### config.mk
export PLATFORM = sky130hd
export DESIGN_NAME = pipe_ctrl_unit_flat
export DESIGN_NICKNAME = d
export VERILOG_FILES = /design/src/rtl/pipe_ctrl_unit_pkg.sv /design/src/rtl/pipe_ctrl_unit_if.sv /design/src/rtl/pipe_ctrl_unit_ctrl_decode.sv /design/src/rtl/pipe_ctrl_unit.sv /design/src/flat_wrapper.sv
export SDC_FILE = /design/constraint.sdc
export NUM_CORES = 1
export LEC_CHECK = 0
export CORE_MARGIN = 5
export CORE_UTILIZATION = 30
export DETAILED_ROUTE_END_ITERATION = 10
export PLACE_DENSITY = 0.65
export SYNTH_ARGS = -nofsm -noshare
export SYNTH_HDL_FRONTEND = slang
export SYNTH_SLANG_ARGS = --single-unit
### constraint.sdc
create_clock -name clk -period 3 [get_ports clk]
set_clock_uncertainty 0.15 [all_clocks]
set_input_delay 0.3 -clock clk [delete_from_list [all_inputs] [get_ports clk]]
set_output_delay 0.3 -clock clk [all_outputs]
set_load 0.05 [all_outputs]
### src/rtl/pipe_ctrl_unit_pkg.sv
// Shared RV32I control definitions: opcodes, ALUOp codes, per-stage control bundles.
// No logic, no latency; the bundles carry no flow control of their own.
// Consumers gate bundles to all-zero to express a bubble.
package rv_ctrl_pkg;

    localparam logic [6:0] OP_R      = 7'b0110011;
    localparam logic [6:0] OP_I      = 7'b0010011;
    localparam logic [6:0] OP_LOAD   = 7'b0000011;
    localparam logic [6:0] OP_STORE  = 7'b0100011;
    localparam logic [6:0] OP_BRANCH = 7'b1100011;
    localparam logic [6:0] OP_JAL    = 7'b1101111;
    localparam logic [6:0] OP_JALR   = 7'b1100111;

    localparam logic [1:0] ALU_ADD = 2'b00;
    localparam logic [1:0] ALU_SUB = 2'b01;
    localparam logic [1:0] ALU_RFN = 2'b10;
    localparam logic [1:0] ALU_IFN = 2'b11;

    typedef struct packed {
        logic       alu_src;
        logic       mem_to_reg;
        logic       reg_write;
        logic       mem_read;
        logic       mem_write;
        logic       branch;
        logic       jump;
        logic       link;
        logic [1:0] alu_op;
    } ctrl_t;

    typedef struct packed {
        logic reg_write;
        logic mem_to_reg;
        logic link;
    } wb_ctrl_t;

    typedef struct packed {
        logic     branch;
        logic     mem_read;
        logic     mem_write;
        wb_ctrl_t wb;
    } mem_ctrl_t;

    localparam ctrl_t CTRL_NOP = '0;

endpackage

### src/rtl/pipe_ctrl_unit_if.sv
// ID-side request and per-stage control outputs of the pipeline control unit.
// Outputs are registered per stage except stall_o/illegal_o, which are combinational.
// No handshake: the datapath honours stall_o by holding PC and IF/ID.
interface pipe_ctrl_unit_if #(
    parameter int REG_ADDR_W = 5,
    parameter int ALUOP_W    = 2
);
    logic                  id_valid;
    logic [6:0]            id_opcode;
    logic [REG_ADDR_W-1:0] id_rs1;
    logic [REG_ADDR_W-1:0] id_rs2;
    logic [REG_ADDR_W-1:0] id_rd;
    logic                  flush_i;
    logic                  stall_o;
    logic                  illegal_o;
    logic [ALUOP_W-1:0]    ex_alu_op;
    logic                  ex_alu_src;
    logic                  ex_jump;
    logic [REG_ADDR_W-1:0] ex_rd;
    logic                  mem_branch;
    logic                  mem_read;
    logic                  mem_write;
    logic                  wb_reg_write;
    logic                  wb_mem_to_reg;
    logic                  wb_link;

    modport master (
        output id_valid, id_opcode, id_rs1, id_rs2, id_rd, flush_i,
        input  stall_o, illegal_o, ex_alu_op, ex_alu_src, ex_jump, ex_rd,
        input  mem_branch, mem_read, mem_write, wb_reg_write, wb_mem_to_reg, wb_link
    );

    modport slave (
        input  id_valid, id_opcode, id_rs1, id_rs2, id_rd, flush_i,
        output stall_o, illegal_o, ex_alu_op, ex_alu_src, ex_jump, ex_rd,
        output mem_branch, mem_read, mem_write, wb_reg_write, wb_mem_to_reg, wb_link
    );
endinterface

### src/rtl/pipe_ctrl_unit_ctrl_decode.sv
// Opcode to control-bundle table; also usable by a single-cycle core.
// Purely combinational, zero latency; no backpressure.
// Unknown opcodes (and jal/jalr when jumps are disabled) give a zero bundle and legal=0.
module ctrl_decode
    import rv_ctrl_pkg::*;
#(
    parameter bit EN_JUMP = 1'b1
) (
    input  logic [6:0] opcode,
    output ctrl_t      ctrl,
    output logic       legal
);

    always_comb begin
        ctrl  = CTRL_NOP;
        legal = 1'b1;
        case (opcode)
            OP_R: begin
                ctrl.reg_write = 1'b1;
                ctrl.alu_op    = ALU_RFN;
            end
            OP_I: begin
                ctrl.alu_src   = 1'b1;
                ctrl.reg_write = 1'b1;
                ctrl.alu_op    = ALU_IFN;
            end
            OP_LOAD: begin
                ctrl.alu_src    = 1'b1;
                ctrl.mem_to_reg = 1'b1;
                ctrl.reg_write  = 1'b1;
                ctrl.mem_read   = 1'b1;
                ctrl.alu_op     = ALU_ADD;
            end
            OP_STORE: begin
                ctrl.alu_src   = 1'b1;
                ctrl.mem_write = 1'b1;
                ctrl.alu_op    = ALU_ADD;
            end
            OP_BRANCH: begin
                ctrl.branch = 1'b1;
                ctrl.alu_op = ALU_SUB;
            end
            OP_JAL, OP_JALR: begin
                if (EN_JUMP) begin
                    // jalr adds rs1 + imm, jal targets PC-relative so no immediate ALU operand
                    ctrl.alu_src   = (opcode == OP_JALR);
                    ctrl.reg_write = 1'b1;
                    ctrl.jump      = 1'b1;
                    ctrl.link      = 1'b1;
                    ctrl.alu_op    = ALU_ADD;
                end else begin
                    legal = 1'b0;
                end
            end
            default: legal = 1'b0;
        endcase
    end

endmodule

### src/rtl/pipe_ctrl_unit.sv
// Registered RV32I control path: decode in ID, carried through ID/EX, EX/MEM, MEM/WB.
// Latency: ex_* 1 cycle, mem_* 2 cycles, wb_* 3 cycles after ID capture.
// Load-use hazard raises stall_o and injects a bubble into ID/EX; flush_i overrides stall.
module pipe_ctrl_unit
    import rv_ctrl_pkg::*;
#(
    parameter int REG_ADDR_W = 5,
    parameter int ALUOP_W    = 2,
    parameter bit EN_JUMP    = 1'b1
) (
    input  logic             clk,
    input  logic             rst_n,
    pipe_ctrl_unit_if.slave  pif
);

    ctrl_t                 dec_ctrl;
    logic                  dec_legal;
    ctrl_t                 id_ctrl;
    logic                  load_use;
    logic                  stall;
    logic                  insert_bubble;

    ctrl_t                 ex_ctrl;
    logic [REG_ADDR_W-1:0] ex_rd_q;
    mem_ctrl_t             mem_q;
    wb_ctrl_t              wb_q;

    ctrl_decode #(.EN_JUMP(EN_JUMP)) u_decode (
        .opcode (pif.id_opcode),
        .ctrl   (dec_ctrl),
        .legal  (dec_legal)
    );

    always_comb begin
        id_ctrl = dec_ctrl;
        if (!pif.id_valid || !dec_legal) begin
            id_ctrl = CTRL_NOP;
        end
        if (pif.id_rd == '0) begin
            id_ctrl.reg_write = 1'b0;
        end
    end

    // Both sources are compared for every opcode; a false stall only costs a cycle.
    assign load_use = ex_ctrl.mem_read && (ex_rd_q != '0) && pif.id_valid &&
                      ((ex_rd_q == pif.id_rs1) || (ex_rd_q == pif.id_rs2));
    assign stall         = load_use && !pif.flush_i;
    assign insert_bubble = stall || pif.flush_i || !pif.id_valid || !dec_legal;

    always_ff @(posedge clk or negedge rst_n) begin
        if (!rst_n) begin
            ex_ctrl <= CTRL_NOP;
            ex_rd_q <= '0;
            mem_q   <= '0;
            wb_q    <= '0;
        end else begin
            ex_ctrl <= insert_bubble ? CTRL_NOP : id_ctrl;
            ex_rd_q <= insert_bubble ? '0 : pif.id_rd;
            mem_q   <= '{branch:    ex_ctrl.branch,
                         mem_read:  ex_ctrl.mem_read,
                         mem_write: ex_ctrl.mem_write,
                         wb:        '{reg_write:  ex_ctrl.reg_write,
                                      mem_to_reg: ex_ctrl.mem_to_reg,
                                      link:       ex_ctrl.link}};
            wb_q    <= mem_q.wb;
        end
    end

    assign pif.stall_o       = stall;
    assign pif.illegal_o     = pif.id_valid && !dec_legal;
    assign pif.ex_alu_op     = ALUOP_W'(ex_ctrl.alu_op);
    assign pif.ex_alu_src    = ex_ctrl.alu_src;
    assign pif.ex_jump       = ex_ctrl.jump;
    assign pif.ex_rd         = ex_rd_q;
    assign pif.mem_branch    = mem_q.branch;
    assign pif.mem_read      = mem_q.mem_read;
    assign pif.mem_write     = mem_q.mem_write;
    assign pif.wb_reg_write  = wb_q.reg_write;
    assign pif.wb_mem_to_reg = wb_q.mem_to_reg;
    assign pif.wb_link       = wb_q.link;

endmodule

### src/flat_wrapper.sv
// flat-port wrapper written by rule: the top's interface ports become plain ports
module pipe_ctrl_unit_flat import rv_ctrl_pkg::*;
#(
    parameter int REG_ADDR_W = 5,
    parameter int ALUOP_W    = 2,
    parameter bit EN_JUMP    = 1'b1
)
  (clk, rst_n, pif_id_valid, pif_id_opcode, pif_id_rs1, pif_id_rs2, pif_id_rd, pif_flush_i, pif_stall_o, pif_illegal_o, pif_ex_alu_op, pif_ex_alu_src, pif_ex_jump, pif_ex_rd, pif_mem_branch, pif_mem_read, pif_mem_write, pif_wb_reg_write, pif_wb_mem_to_reg, pif_wb_link);
  pipe_ctrl_unit_if #(.REG_ADDR_W(REG_ADDR_W), .ALUOP_W(ALUOP_W)) pif_i ();
  input  logic clk;
  input  logic rst_n;
  input wire logic [$bits(pif_i.id_valid)-1:0] pif_id_valid;
  input wire logic [$bits(pif_i.id_opcode)-1:0] pif_id_opcode;
  input wire logic [$bits(pif_i.id_rs1)-1:0] pif_id_rs1;
  input wire logic [$bits(pif_i.id_rs2)-1:0] pif_id_rs2;
  input wire logic [$bits(pif_i.id_rd)-1:0] pif_id_rd;
  input wire logic [$bits(pif_i.flush_i)-1:0] pif_flush_i;
  output wire logic [$bits(pif_i.stall_o)-1:0] pif_stall_o;
  output wire logic [$bits(pif_i.illegal_o)-1:0] pif_illegal_o;
  output wire logic [$bits(pif_i.ex_alu_op)-1:0] pif_ex_alu_op;
  output wire logic [$bits(pif_i.ex_alu_src)-1:0] pif_ex_alu_src;
  output wire logic [$bits(pif_i.ex_jump)-1:0] pif_ex_jump;
  output wire logic [$bits(pif_i.ex_rd)-1:0] pif_ex_rd;
  output wire logic [$bits(pif_i.mem_branch)-1:0] pif_mem_branch;
  output wire logic [$bits(pif_i.mem_read)-1:0] pif_mem_read;
  output wire logic [$bits(pif_i.mem_write)-1:0] pif_mem_write;
  output wire logic [$bits(pif_i.wb_reg_write)-1:0] pif_wb_reg_write;
  output wire logic [$bits(pif_i.wb_mem_to_reg)-1:0] pif_wb_mem_to_reg;
  output wire logic [$bits(pif_i.wb_link)-1:0] pif_wb_link;
  assign pif_i.id_valid = pif_id_valid;
  assign pif_i.id_opcode = pif_id_opcode;
  assign pif_i.id_rs1 = pif_id_rs1;
  assign pif_i.id_rs2 = pif_id_rs2;
  assign pif_i.id_rd = pif_id_rd;
  assign pif_i.flush_i = pif_flush_i;
  assign pif_stall_o = pif_i.stall_o;
  assign pif_illegal_o = pif_i.illegal_o;
  assign pif_ex_alu_op = pif_i.ex_alu_op;
  assign pif_ex_alu_src = pif_i.ex_alu_src;
  assign pif_ex_jump = pif_i.ex_jump;
  assign pif_ex_rd = pif_i.ex_rd;
  assign pif_mem_branch = pif_i.mem_branch;
  assign pif_mem_read = pif_i.mem_read;
  assign pif_mem_write = pif_i.mem_write;
  assign pif_wb_reg_write = pif_i.wb_reg_write;
  assign pif_wb_mem_to_reg = pif_i.wb_mem_to_reg;
  assign pif_wb_link = pif_i.wb_link;
  pipe_ctrl_unit #(.REG_ADDR_W(REG_ADDR_W), .ALUOP_W(ALUOP_W), .EN_JUMP(EN_JUMP)) u_core (.clk(clk), .rst_n(rst_n), .pif(pif_i));
endmodule
Word level (Yosys, flattened, before mapping)

Cells that the tools add are included.
Widths: inputs -> output; s select.

Output and inout port bits: 17
Bits in registers: 24

Eq/ne operators: 9
Reductions and logical operators: 19
Muxes and demuxes: 12

Operators with widths:

| cell               | number |
|---|---|
| $eq 7x7->1 const B | 3 |
| $mux 10            | 2 |
| $eq 7x6->1 const B | 2 |
| $eq 5x5->1         | 2 |
| $eq 7x2->1 const B | 1 |
| $eq 7x5->1 const B | 1 |
| $reduce_or 7->1    | 1 |
| $mux 1             | 6 |
| $pmux 2 s3         | 1 |
| $logic_and 1x1->1  | 5 |
| $logic_not 5->1    | 1 |
| $logic_or 1x1->1   | 5 |
| $mux 5             | 1 |
| $reduce_bool 5->1  | 1 |
| $reduce_or 5->1    | 1 |
| $logic_not 1->1    | 3 |
| $reduce_or 3->1    | 1 |
| $mux 2             | 1 |
| $pmux 1 s2         | 1 |
| $reduce_or 2->1    | 1 |

Depth between registers and ports, before layout

Word-level depth: 9
Gate-level depth with buffers: 5
Mapped depth without buffers: 4

Cells and area by module

A second synthesis with hierarchy kept.

Cell total of the unflattened synthesis: 87
Area, all modules: 1088.5 um^2

Modules (own cells, without submodules):

| module         | cells an instance | area each (um^2) | instances |
|---|---|---|---|
| pipe_ctrl_unit | 65                | 904.6            | 1 |
| ctrl_decode    | 22                | 183.9            | 1 |

Worst setup path after synthesis

No wires, ideal clock.

Path kind: reg2out
Start: register u_core.ex_rd_q[4], in the netlist u_core.pif.ex_rd[4]
End: output pif_stall_o
Stages on the path, launching flop included: 5
Data arrival time: 1.707 ns
Path buffers: 0
Path slack: 0.843 ns
Path through: dfrtp_1 -> xnor2_1 -> nand3_1 -> o22ai_1 -> and3b_1

Longest elaborated chain between the ends: 5

RTL lines:

| item                            | line                 | text |
|---|---|---|
| start: declaration              | pipe_ctrl_unit.sv:24 | `logic [REG_ADDR_W-1:0] ex_rd_q;` |
| start signal: assignment        | pipe_ctrl_unit.sv:58 | `ex_rd_q <= insert_bubble ? '0 : pif.id_rd;` |
| $reduce_bool 5->1               | pipe_ctrl_unit.sv:45 | `assign load_use = ex_ctrl.mem_read && (ex_rd_q != '0) && pif.id_valid &&` |
| $logic_and 1x1->1 (2 in series) | pipe_ctrl_unit.sv:45 |  |
| $logic_and 1x1->1 (*)           | pipe_ctrl_unit.sv:45 |  |
| $logic_and 1x1->1 (*)           | pipe_ctrl_unit.sv:47 | `assign stall = load_use && !pif.flush_i;` |
| end: declaration                | flat_wrapper.sv:18   | `output wire logic [$bits(pif_i.stall_o)-1:0] pif_stall_o;` |

Mark *: on every way between the ends. The rest lies on a longest branch, timed or not.

Worst setup path in the final report

Start: register u_core.ex_rd_q[1], in the netlist u_core.pif.ex_rd[1]
End: output pif_stall_o

Same word-level chain as after synthesis.

==> flow_summary.yaml <==
layout:
  largest_reg_flops: 5
  multi_input_area_um2: 413
  instances_no_fill: 175
  layout_commonest_cell: "clkdlybuf4s50_1"
  final_cell_area_mm2: 0.00146
  post-route-util_pct: 47.3
  layout_common_cells: "clkdlybuf4s50_1, dfrtp_1, a21oi_1"
  nFillCells: 295
  seqCellArea_um2: 526
  n_antenna_cell: 0
  drive_gt1_share_pct: 5.34
  syn_to_final_growth_pct: 50.6
  fin_nets: 158
sta:
  setup_viol: 0
  slew_headroom_pct: 44.2
  slew_viol_final: 0
  fin_crit_sh_pct: 81.9
  hold_violations: 0
  worst_pin_slew_ns: 0.834
  tns_ns: 0
  max_freq_mhz: 407
  min_period_ns: 2.46
  rsz0062_at_grt: "no"
worst_hold_path:
  min_path_type: "flip-flop to flip-flop"
  min-delay-start: "u_core.ex_ctrl[7]"
clock_network:
  clock_path_buffers: 2
  clock_latency_ns: 0.29
  clock_sinks: 21
  tritoncts: "done"
  clk_pin_slew_ns: 0.10
  htreeDepth: 1
  cts_buffers: 3
  cts_hold_buffers: 0
  postCtsResizedCells: 0
  clock-root-buffer: "clkbuf_4"
  post_cts_buffers: 0
placement:
  dpl.hpwl_mm: 1.79
  gp_congestion: 0.725
  place.port_buffers: 42
  placed_cells: 171
  dpl-instance-area_mm2: 0.00143
critical_path:
  crit_type: "flip-flop to primary output"
  cp.required_ns: 2.55
  critPathMaxFanout: 14
  critPathLaunch: "u_core.pif.ex_rd[1]"
  r2r_start: "u_core.pif.ex_rd[1]"
  crit_arrival_ns: 2.01
  end_kind: "primary output"
  worstSetupStartpointType: "flip-flop"
power:
  power.density_mw_per_mm2: 337
  peakVddDrop_uv: 176
  leakagePower_nw: 0.598
global_routing:
  grt.total_usage_pct: 10.1
  antenna_found_initial: 0
  grt_pass1_wl_mm: 3.55
  grt_max_degree: 22
  overflow: 0
  grt_pass1_vias: 781
drt:
  viasPerCell: 4.56
  drt_iter0_drc: 11
  drt-pass1-iter-count: 4
  drtAntennaViolNets: 0
  drc: 0
  dr_total_vias: 798
  post_drt_wl_per_cell_um: 11.8
  drt_wl_total_mm: 2.06
floorplanning:
  num_io_pins: 43
  initial_core_util_pct: 31.4
  coreArea_mm2: 0.00308
  fp.dieW_um: 66.7
  die_area_mm2: 0.00445
  fp.dieH_um: 66.7
  rows: 20
run:
  max_cap_viol_count: 0
yosys:
  yosysWarnings: 0
  synth_top_cell_area_share_pct: 54.4
  ys_async_sr_fraction_pct: 100
  synth_seq_cells: 21
  avgSynthCellArea_um2: 10.9
  synth_area_um2: 966
  yosysSeqAreaShare_pct: 54.4
  yosys-top-cells-area: "dfrtp_1, xnor2_1, a21oi_1"
  synth_area_leader_cell: "dfrtp_1"
  ys_types: 25
  synth_nets: 115
  syn_inst: 89
  synthFlopType: "dfrtp_1"
  synth_edf_count: 0
run_status:
  status: "finished, final reports clean"
final timing paths:
check / endpoint / slack (ns) / cells after the start
max: pif_stall_o / 0.54 / 4
min: u_core.mem_q[2] / 0.21 / 0
max reg2reg: u_core.ex_ctrl[4] / 0.92 / 3
min reg2reg: u_core.mem_q[2] / 0.21 / 0
max in group asynchronous: u_core.pif.mem_write / 1.85 / 1
min in group asynchronous: u_core.pif.mem_read / 0.33 / 1
synth_stat cells (all sizes together), types with 2 or more instances:
library cell,n
a2111oi,3
nand3,10
buf,3
a21oi,13
clkbuf,2
nor3b,2
dfrtp,21
xnor2,10
nor2,3
nand2,5
nor2b,5
routing by layer:
metal	GRT usage, %	up-vias	wire (um)	share of wire [%]
met5	0	-	0	0
met4	1.78	0	0	0
met1	13.6	375	945	46
li1	-	401	-	-
met3	3.04	0	114	5.5
met2	16.2	22	1000	49
metrics by stage:
| step | hold WS (ns) | worst slack [ns] | power [W] |
|---|---|---|---|
| detailed placement | 0.185 | 0.624 | 0.000374 |
| finish | 0.208 | 0.544 | 0.000490 |
| CTS | 0.209 | 0.530 | 0.000497 |
| global placement | 0.184 | 0.688 | 0.000373 |
| floorplan | -0.146 | 0.843 | 0.000323 |
| global route | 0.218 | 0.433 | 0.000521 |
final cells by class:
cell class,instances,share of cell area [%]
sequential,21,36.1
timing repair buffer,43,29.9
multi-input combinational,63,28.4
tap,44,3.78
clock buffer,4,1.81
report_power, final:
part            total, W  switching, W  leakage [nW]  internal, W
clock network   0.000123     0.0000710        0.0150    0.0000516
registers       0.000285   0.000000986         0.293     0.000284
logic          0.0000824     0.0000375         0.290    0.0000450
cell families (layout without fill, tap and decap cells):
logic type,count (synthesis),count (layout),share of synthesized area [%]
XOR/XNOR,10,10,9.07
buffers and inverters,5,47,2.85
AND/OR/NAND/NOR,33,33,18.7
AO/OA/AOI/OAI,20,20,15.0
flip-flops,21,21,54.4
worst max-delay path: stages (launching register included):
cell     delay (ns)
dfrtp_1        0.45
or3_1          0.38
o311a_1        0.46
and3b_1        0.28
buf_12         0.15
No activity file was read; power rests on OpenSTA's default activity.
==> variant 1, RTL diff (config.mk and constraints unchanged) <==
Make the reset (`rst_n`) synchronous in one clocked block.
--- a/src/rtl/pipe_ctrl_unit.sv
+++ b/src/rtl/pipe_ctrl_unit.sv
@@ -47,7 +47,7 @@
     assign stall         = load_use && !pif.flush_i;
     assign insert_bubble = stall || pif.flush_i || !pif.id_valid || !dec_legal;
 
-    always_ff @(posedge clk or negedge rst_n) begin
+    always_ff @(posedge clk) begin
         if (!rst_n) begin
             ex_ctrl <= CTRL_NOP;
             ex_rd_q <= '0;
Check against the original RTL: differs if rst_n is asserted again (counterexample within 4 cycles, from zero or initial values and one cycle with rst_n low); with rst_n held inactive, the same outputs for 10 cycles.
==> variant 1 against the unedited design <==
- power shrank 2.1%
- setup slack gained 65 ps
- combinational power shrank 17%
- synthesized area shrank 9.2%
- clock power grew 7%
- wire length grew 0.63%
- final area shrank 6.2%
- sequential cell count is the same
- critical path type is now in -> out
==> variant 1: results (changes against the unedited design) <==
Hold depth: 1 (was 0)
Hold Path Sink: u_core.pif.wb_reg_write (was u_core.mem_q[2])
R2R Setup Slk: 1080 ps (was 920 ps)
Dpl ws: 591 ps (was 624 ps)
Leakage power total: 0.000527 uW (was 0.000598 uW)
H-tree depth: 1 (unchanged)
CTS Root Cell: clkbuf_4 (unchanged)
Fraction of registers with async set/reset: 0% (was 100%)
Crit path from: pif_id_rs1[2] (was u_core.pif.ex_rd[1])
Largest net degree at the start of global routing: 15 (was 22)
Register area share after synthesis: 47.9% (was 54.4%)
Status: complete, no violations (unchanged)
RR Startpoint: u_core.pif.ex_rd[1] (unchanged)
Peak VDD IR: 263 uV (was 176 uV)
Flip-flop count of the largest register after layout: 5 (unchanged)
Initial DRC count: 18 (was 11)
Layout fillers: 257 (was 295)
GRT Total Usage: 10.9% (was 10.1%)
Worst Min Path Start: u_core.mem_q[2] (was u_core.ex_ctrl[7])
Placer Congestion: 0.693 (was 0.725)
Sw Share: 22.5% (was 22.3%)
Post-DR wirelength/cell: 12.4 um (was 11.8 um)
Synth area leaders: dfxtp_1 (48%), xor2_1 (6.0%), and2_1 (5.7%) (was dfrtp_1 (54%), xnor2_1 (9.1%), a21oi_1 (6.7%))
Post-CTS Resized: 0 (unchanged)
Distinct cells, synth: 30 (was 25)
R2R depth: 5 (was 3)
Relative slew slack: 66.1% (was 44.2%)
Synth cell count leaders: dfxtp_1 (21), nor2_1 (11), and2_1 (8) (was dfrtp_1 (21), a21oi_1 (13), nand3_1 (10), xnor2_1 (10))
Vias in the first global route: 800 (was 781)
First-pass GRT wire length: 3.60 mm (was 3.55 mm)
Post-route setup slack: 609 ps (was 544 ps)
RR Endpoint: u_core.pif.ex_alu_src (was u_core.ex_ctrl[4])
Synthesized Nets: 118 (was 115)
Worst hold slack: 295 ps (was 208 ps)
Worst EP arrival: 1940 ps (was 2010 ps)
Drt via density: 4.59 (was 4.56)
Ys flop type: dfxtp_1 (was dfrtp_1)
Cts bufs inserted: 3 (unchanged)
variant 1: cell types whose count changed after synthesis, sizes merged, moves of 4 or more:
cell   before  now
dfrtp      21    0
dfxtp       0   21
a21oi      13    2
and2        0    8
nor2        3   11
xnor2      10    4
xor2        0    6
nor3        1    5
variant 1: logic make-up (layout without fill, tap and decap cells):
group / Yosys count / count (layout) / synth area share, %
buffers and inverters: 4 / 49 / 2.71
xor gates and xnor gates: 10 / 10 / 9.99
DFF: 21 / 21 / 47.9
and+or+nand+nor: 50 / 50 / 32.0
AOI/OAI and AO/OA: 7 / 7 / 7.42
variant 1: power groups by stage:
stage / Clock [uW] / Sequential [uW] / Combinational (uW)
final: 132 / 280 / 68.1
after global routing: 153 / 280 / 73.8
after CTS: 139 / 280 / 68.6
after detailed placement: 0 / 286 / 68.3
after global placement: 0 / 286 / 67.8
after floorplan: 0 / 287 / 21.5
variant 1: cell type report:
class,instances,share of cell area (%)
Inverter,1,0.275
Clock buffer,4,1.92
Multi-Input combinational cell,67,31.7
Sequential cell,21,30.8
Tap cell,31,2.84
Timing Repair Buffer,44,32.4
variant 1: per-stage QoR:
step	util, %	cells	cell area [sq um]
2_1_floorplan	-	92	877
3_3_place_gp	48.1	164	1340
3_5_place_dp	48.1	164	1340
4_1_cts	49.1	168	1370
5_1_grt	49.1	168	1370
6_report	49.1	168	1370
variant 1: layer usage:
layer / global-route usage (%) / wire length [um]
met1: 13.8 / 930
met3: 2.45 / 85
met4: 6.23 / 29
met2: 16.8 / 1030
met5: 0 / 0
variant 1: critical path, cell delays in order:
cell and delay, ps:
clkdlybuf4s50_1 420, xor2_1 140, nor3_1 200, nand3_1 120
a21oi_2 130, buf_4 200, nor2b_1 250, buf_12 170
==> variant 2, RTL diff (same settings) <==
Without the edit above. `REG_ADDR_W` is set to 5 in 3 places; all go to 4.
--- a/src/rtl/pipe_ctrl_unit_if.sv
+++ b/src/rtl/pipe_ctrl_unit_if.sv
@@ -2,7 +2,7 @@
 // Outputs are registered per stage except stall_o/illegal_o, which are combinational.
 // No handshake: the datapath honours stall_o by holding PC and IF/ID.
 interface pipe_ctrl_unit_if #(
-    parameter int REG_ADDR_W = 5,
+    parameter int REG_ADDR_W = 4,
     parameter int ALUOP_W    = 2
 );
     logic                  id_valid;
--- a/src/rtl/pipe_ctrl_unit.sv
+++ b/src/rtl/pipe_ctrl_unit.sv
@@ -4,7 +4,7 @@
 module pipe_ctrl_unit
     import rv_ctrl_pkg::*;
 #(
-    parameter int REG_ADDR_W = 5,
+    parameter int REG_ADDR_W = 4,
     parameter int ALUOP_W    = 2,
     parameter bit EN_JUMP    = 1'b1
 ) (
--- a/src/flat_wrapper.sv
+++ b/src/flat_wrapper.sv
@@ -1,7 +1,7 @@
 // flat-port wrapper written by rule: the top's interface ports become plain ports
 module pipe_ctrl_unit_flat import rv_ctrl_pkg::*;
 #(
-    parameter int REG_ADDR_W = 5,
+    parameter int REG_ADDR_W = 4,
     parameter int ALUOP_W    = 2,
     parameter bit EN_JUMP    = 1'b1
 )
Interface: changed (resized pif_ex_rd, pif_id_rd, pif_id_rs1 and pif_id_rs2); port bits go from 43 to 39. The function was not compared with the original's and may differ.
==> variant 2 against the unedited design <==
- cell count shrank 21%
- wire length shrank 6.2%
- synthesized area shrank 7.9%
- setup slack lost 250 ps
- worst hold slack is essentially flat
- power shrank 0.18%
- sequential cell count shrank 1
- register-to-register slack gained 70 ps
- core utilization grew 0.45 points
- first-iteration DRC count is the same
- clock power grew 19%
- final area shrank 8.0%
- critical path type is now in -> out
- largest cell class unchanged
==> variant 2: results (changes against the unedited design) <==
Fraction of layout cells with a size suffix above 1: 13.9% (was 5.34%)
Largest stage delay, worst path: 700 ps (was 460 ps)
Relative slew slack: 44.0% (was 44.2%)
Part of the power in the clock network: 29.8% (was 25.0%)
Synth area leaders: dfrtp_1 (56%), xnor2_1 (7.9%), nor3b_1 (5.1%) (was dfrtp_1 (54%), xnor2_1 (9.1%), a21oi_1 (6.7%))
Final Total Pwr: 489 uW (was 490 uW)
CP top delay family: buffers and inverters (was simple AND/OR/NAND/NOR gates)
Post-synthesis compound-gate area fraction: 8.16% (was 15.0%)
RR Startpoint: u_core.pif.ex_rd[0] (was u_core.pif.ex_rd[1])
Synth Area in XOR/XNOR: 7.88% (was 9.07%)
Worst Min Path Start: u_core.mem_q[0] (was u_core.ex_ctrl[7])
Port buffer count: 38 (was 42)
Post-DR wirelength/cell: 13.9 um (was 11.8 um)
Dpl ws: 313 ps (was 624 ps)
Layout Nets: 132 (was 158)
Status: complete, no violations (unchanged)
Critical Path Fanout Max: 5 (was 14)
Cts bufs inserted: 3 (unchanged)
HPWL after DPL: 1.62 mm (was 1.79 mm)
Largest net degree at the start of global routing: 21 (was 22)
Leakage power total: 0.000535 uW (was 0.000598 uW)
First-pass GRT wire length: 3.27 mm (was 3.55 mm)
Layout Utilization: 47.7% (was 47.3%)
Vias in the first global route: 741 (was 781)
Register area share after synthesis: 56.3% (was 54.4%)
Crit path from: pif_id_opcode[2] (was u_core.pif.ex_rd[1])
GRT Total Usage: 10.1% (about the same)
Internal power: 384 uW (was 380 uW)
CP max stage cell: clkdlybuf4s50_1 (was o311a_1)
Placer Congestion: 0.767 (was 0.725)
Synth cell count leaders: dfrtp_1 (20), xnor2_1 (8), nor3b_1 (6) (was dfrtp_1 (21), a21oi_1 (13), nand3_1 (10), xnor2_1 (10))
Layout fillers: 261 (was 295)
[variant 2: per-layer routing]
layer / global-route usage [%] / up-vias / wire [um]
met2: 17.1 / 24 / 967
met1: 11.8 / 329 / 824
li1: - / 325 / -
met5: 0 / - / 0
met4: 5.54 / 0 / 44
met3: 2.25 / 4 / 100
[variant 2: final timing paths]
path	cells past startpoint	to	slack, ps
max in group asynchronous	1	u_core.ex_ctrl[6]	1850
worst min-delay path	0	u_core.pif.wb_link	210
worst min register to register	0	u_core.pif.wb_link	210
worst max-delay path	5	pif_illegal_o	300
worst max register to register	5	u_core.pif.ex_alu_op[0]	990
min in group asynchronous	1	u_core.pif.mem_read	340
[variant 2: final cells by class]
type	count	share of cell area [%]
well taps	31	2.90
flip-flops and latches	20	37.4
repair buffers	40	30.3
clock buffers	4	2.71
multi-input cells	44	26.7
[variant 2: through the flow]
stage	cells	instance area (sq um)	hold WS [ps]
detailed placement	135	1300	186
floorplan	68	890	-146
finish	139	1340	208
CTS	139	1340	209
global route	139	1340	213
global placement	135	1300	183
